**src/rtl/dm_bridge_pkg.sv**
```systemverilog
// Shared definitions for the data-memory bridge: FSM state encoding and
// the lane-select width used by the byte-lane helper.
package dm_bridge_pkg;

    localparam int LANE_W = 2;

    typedef enum logic [1:0] {
        ST_IDLE = 2'd0,
        ST_RD   = 2'd1,
        ST_WR   = 2'd2,
        ST_DONE = 2'd3
    } state_t;

endpackage

```
**src/rtl/byte_lane.sv**
```systemverilog
// Combinational byte-lane helper. Extracts a sign-extended byte from a
// little-endian word, and merges a byte into a word at the selected lane.
module byte_lane
    import dm_bridge_pkg::*;
(
    input  logic [31:0]       word,
    input  logic [LANE_W-1:0] lane,
    input  logic [7:0]        byte_in,
    output logic [31:0]       ext,
    output logic [31:0]       merged
);

    logic [7:0] sel;

    // Lane 0 is bits [7:0]; the lane number times eight is the bit offset.
    assign sel = word[{lane, 3'b000} +: 8];
    assign ext = {{24{sel[7]}}, sel};

    // Each output lane takes the new byte when selected, else keeps the word.
    generate
        for (genvar gi = 0; gi < 4; gi++) begin : g_merge
            assign merged[gi*8 +: 8] = (lane == LANE_W'(gi)) ? byte_in : word[gi*8 +: 8];
        end
    endgenerate

endmodule

```
**src/rtl/dm_bridge.sv**
```systemverilog
// Data-memory bridge: turns a single load/store request from the core into
// valid/ready word transfers on a memory slave, with read-modify-write for
// byte stores and sign-extended byte loads. All outputs decode registered
// state or capture registers, so nothing combinationally follows req or m_ready.
module dm_bridge
    import dm_bridge_pkg::*;
#(
    parameter int AW = 10
) (
    input  logic          clk,
    input  logic          rst,
    input  logic          req,
    input  logic          we,
    input  logic          bmode,
    input  logic [AW+1:0] addr,
    input  logic [31:0]   wdata,
    output logic [31:0]   rdata,
    output logic          done,
    output logic          busy,
    output logic          m_valid,
    output logic          m_we,
    output logic [AW-1:0] m_addr,
    output logic [31:0]   m_wdata,
    input  logic          m_ready,
    input  logic [31:0]   m_rdata
);

    state_t        state_reg, state_next;
    logic          we_reg, bmode_reg;
    logic [AW+1:0] addr_reg;
    logic [31:0]   wdata_reg;
    logic [31:0]   rd_word_reg;
    logic [31:0]   rdata_reg;

    logic          xfer;
    logic [31:0]   lane_word;
    logic [31:0]   lane_ext;
    logic [31:0]   lane_merged;

    assign xfer = m_valid && m_ready;

    // In RD the helper extracts from the live read data; in WR it merges
    // into the word captured by the preceding read.
    assign lane_word = (state_reg == ST_RD) ? m_rdata : rd_word_reg;

    byte_lane u_byte_lane (
        .word    (lane_word),
        .lane    (addr_reg[LANE_W-1:0]),
        .byte_in (wdata_reg[7:0]),
        .ext     (lane_ext),
        .merged  (lane_merged)
    );

    // Next-state logic: word stores skip the read, byte stores do both phases.
    always_comb begin
        state_next = state_reg;
        case (state_reg)
            ST_IDLE: if (req) state_next = (we && !bmode) ? ST_WR : ST_RD;
            ST_RD:   if (xfer) state_next = (we_reg && bmode_reg) ? ST_WR : ST_DONE;
            ST_WR:   if (xfer) state_next = ST_DONE;
            default: state_next = ST_IDLE;
        endcase
    end

    // State register; the asynchronous reset aborts any transfer in flight.
    always_ff @(posedge clk or negedge rst) begin
        if (!rst) state_reg <= ST_IDLE;
        else      state_reg <= state_next;
    end

    // Request capture in IDLE and read-data capture on the read transfer.
    always_ff @(posedge clk or negedge rst) begin
        if (!rst) begin
            we_reg      <= 1'b0;
            bmode_reg   <= 1'b0;
            addr_reg    <= '0;
            wdata_reg   <= '0;
            rd_word_reg <= '0;
            rdata_reg   <= '0;
        end else begin
            if (state_reg == ST_IDLE && req) begin
                we_reg    <= we;
                bmode_reg <= bmode;
                addr_reg  <= addr;
                wdata_reg <= wdata;
            end
            if (state_reg == ST_RD && xfer) begin
                rd_word_reg <= m_rdata;
                // Only loads update the visible result; byte stores reuse RD too.
                if (!we_reg) rdata_reg <= bmode_reg ? lane_ext : m_rdata;
            end
        end
    end

    assign rdata   = rdata_reg;
    assign done    = (state_reg == ST_DONE);
    assign busy    = (state_reg != ST_IDLE);
    assign m_valid = (state_reg == ST_RD) || (state_reg == ST_WR);
    assign m_we    = (state_reg == ST_WR);
    assign m_addr  = addr_reg[AW+1:2];
    assign m_wdata = (state_reg == ST_WR) ? (bmode_reg ? lane_merged : wdata_reg) : 32'h0;

endmodule

```
**config.mk**
```make
export PLATFORM = sky130hd
export DESIGN_NAME = dm_bridge
export DESIGN_NICKNAME = d
export VERILOG_FILES = /design/src/rtl/dm_bridge_pkg.sv /design/src/rtl/byte_lane.sv /design/src/rtl/dm_bridge.sv
export SDC_FILE = /design/constraint.sdc
export NUM_CORES = 1
export LEC_CHECK = 0
export ABC_AREA = 1
export BUFFER_PORTS_ARGS = -buffer_cell sky130_fd_sc_hd__buf_2
export CORE_MARGIN = 2
export CORE_UTILIZATION = 40
export CTS_BUF_LIST = sky130_fd_sc_hd__clkbuf_8 sky130_fd_sc_hd__clkbuf_16
export CTS_CLUSTER_DIAMETER = 120
export DETAILED_ROUTE_END_ITERATION = 7
export HOLD_SLACK_MARGIN = 0.03
export SLEW_MARGIN = 30
export SYNTH_ARGS = -nofsm -noshare
export SYNTH_HDL_FRONTEND = slang
export SYNTH_SLANG_ARGS = --single-unit
```
**constraint.sdc**
```tcl
create_clock -name clk -period 2.2 [get_ports clk]
set_input_delay 0.44 -clock clk [delete_from_list [all_inputs] [get_ports clk]]
set_output_delay 0.44 -clock clk [all_outputs]
set_load 0.02 [all_outputs]
```
==> metrics.csv <==
metric,value,unit
cts_made_buffers,9,
drt-vias-per-instance,5.26,
yosysTopAreaCellShare,48.3,%
ys_ff_latch,112,
layout_setup_ws,-175,ps
synth_cell_types,25,
ant_nets,0,
wl_per_cell,17.9,µm
htreeDepth,3,
yosysSeqAreaShare,48.3,%
die_y,124,µm
antenna_found_initial,0,
detailedPlace.worstSlack,-87.3,ps
drive_gt1_share,37.4,%
crit_type,flip-flop to output port,
max_slew_margin,53.6,%
cts.sinks,112,
path_max_fanout,8,
hold_path_class,primary input to flip-flop,
tns,-3350,ps
yosysWarnings,0,
grt_pass1_vias,5437,
rsz0062_at_grt,yes,
rows,44,
design_area,7740,µm²
violations,setup timing,
worstPathArrival,1940,ps
synthMuxAreaShare,8.16,%
post-route-drc-count,0,
syn2layout_area_growth,33.5,%
synth_cells,692,
grt_pass1_wl,29200,µm
whs,311,ps
place_inst,1006,
peakVddDrop,0.000925,V
skew,7.09,ps
status,finished with violations,
routed_wirelength,18500,µm
grt_overflow,0,
fin_crit,2380,ps
first_iter_violations,433,
drv_slew,0,
slowest_stage,dfrtp_1,
cpPeakStageDelay,390,ps
crit_chain,inv_2 -> ha_4 -> clkinv_8 -> clkbuf_16 -> o21ai_4 -> nand2_1 -> a31oi_1 -> buf_4,
yosys.area_share.simple,17.3,%
syn_nets,780,
vias,5445,
die_w,124,µm
leakage,0.00377,µW
synth_compound_area_share,16.5,%
first_pass_iters,5,
netlist_area,5800,µm²
worstMarginPinSlew,694,ps
nNetsFinal,935,
fp.dieArea,15500,µm²
syn_area_per_cell,8.38,µm²
place_congestion,0.910,
dpl_cell_area,6810,µm²
hpwl,13500,µm
grt.total_usage,23.9,%
core_area,14400,µm²
clkTransAtPathRegs,70,ps
cts-root-buf,clkbuf_16,
start_util,40.4,%
maxCapViolCount,0,
critPathRequiredTime,1760,ps
tritoncts,yes,
grt_max_degree,61,
clock_latency,360,ps
pin_count,160,
cp-start-kind,flip-flop,
portBuffers,159,
synth_top_family_by_area,simple AND/OR/NAND/NOR gates,
setup_violations,31,
finalCritPeriodShare,108,%
clock.fmax,0.421,GHz
clock_path_buffers,2,
p_per_area,1600,nW/µm²
fill_cells,1332,
final_cells,1035,
diodes,0,
synthAdderAreaFrac,1.29,%
synth.top_cells.by_area,"dfrtp_1, nand2_1, mux2_2",
synth-xor-area-share,0,%
final-hold-violation-count,0,
yosys.area.top_type,dfrtp_1,
end_kind,output port,
critical path, delay by kind of cell, from the launching register on:
family	cells	cell delay [ps]
AO/OA/AOI/OAI	2	370
adder cells (fa/ha/maj)	1	180
buffers and inverters	4	560
flip-flops	1	390
AND/OR/NAND/NOR	1	70
cell usage in the layout, fill, tap and decap left out, types with 4 or more instances in the layout:
master,synthesis,final
nand2_1,187,177
buf_2,12,132
dfrtp_1,112,110
a21oi_1,58,58
o21ai_0,70,54
buf_4,12,44
inv_1,43,43
nor2_1,44,42
mux2_2,42,42
o21ai_4,1,20
a31oi_1,24,20
clkbuf_16,0,11
nand3_1,10,10
o21ai_1,20,9
nand2_2,2,8
o21ai_2,0,8
buf_12,0,8
nor3_2,0,5
nand2_4,0,4
a31oi_2,0,4
nor2_2,4,4
ha_1,6,4
buf_6,8,4
Yosys cell counts (all sizes together):
library cell,count
a21oi,61
a22o,2
a31oi,24
buf,32
clkbuf,17
clkinv,2
dfrtp,112
ha,6
inv,46
mux2,42
nand2,189
nand3,10
nor2,49
nor3,8
o21ai,91
o21bai,1
what timing repair did:
action	CTS	global route
pin swaps	10	11
buffers inserted	4	5
hold buffers	1	0
gates resized for setup	96	37
hold endpoints to repair	10	0
gates cloned	2	2
endpoints found under the setup margin	32	35
metrics by stage:
stage	utilization [%]	power, µW
floorplan	-	7740
CTS	52.1	12000
global route	53.9	13200
finish	53.9	12400
detailed placement	47.4	9630
global placement	47.4	9490
final cells by class:
cell class / count / area, µm² / share of cell area (%)
clock buffer: 10 / 239 / 3.09
clock inverter: 5 / 27.5 / 0.356
timing repair buffer: 193 / 1310 / 16.9
inverter: 48 / 201 / 2.60
tap: 184 / 230 / 2.97
sequential: 112 / 2810 / 36.2
multi-input combinational: 483 / 2930 / 37.8
worst paths after layout:
| check | end | start | cells after the start | slack (ps) |
|---|---|---|---|---|
| min in group asynchronous | rdata[16]$_DFFE_PN0P_ | rst | 2 | 470 |
| max | m_wdata[29] | state_reg[1]$_DFFE_PN0P_ | 8 | -180 |
| min | wdata_reg[31]$_DFFE_PN0P_ | wdata[31] | 2 | 310 |
| min reg2reg | rdata[1]$_DFFE_PN0P_ | rdata[1]$_DFFE_PN0P_ | 2 | 480 |
| max in group asynchronous | wdata_reg[3]$_DFFE_PN0P_ | rst | 3 | 1150 |
| max reg2reg | rdata[11]$_DFFE_PN0P_ | state_reg[1]$_DFFE_PN0P_ | 10 | 130 |
cells by family after synthesis:
| logic type | after synthesis |
|---|---|
| compound gates | 179 |
| fa+ha+maj | 6 |
| mux | 42 |
| simple gates | 256 |
| flops | 112 |
| buf+inv | 97 |
power breakdown:
group	leakage, µW	total (µW)	switching, µW	internal (µW)
registers	0.00135	3750	691	3060
clock network	0.000138	1520	734	783
logic	0.00227	7130	4300	2830
total	0.00377	12400	5730	6680
layer usage:
layer / vias up / track usage [%] / part of all wire [%]
li1: 2590 / - / -
met1: 2653 / 31.5 / 44
met2: 167 / 39.4 / 48
met3: 35 / 3.69 / 4.7
met4: 0 / 9.91 / 3.2
met5: - / 0 / 0
No activity file was read; power rests on OpenSTA's default activity.
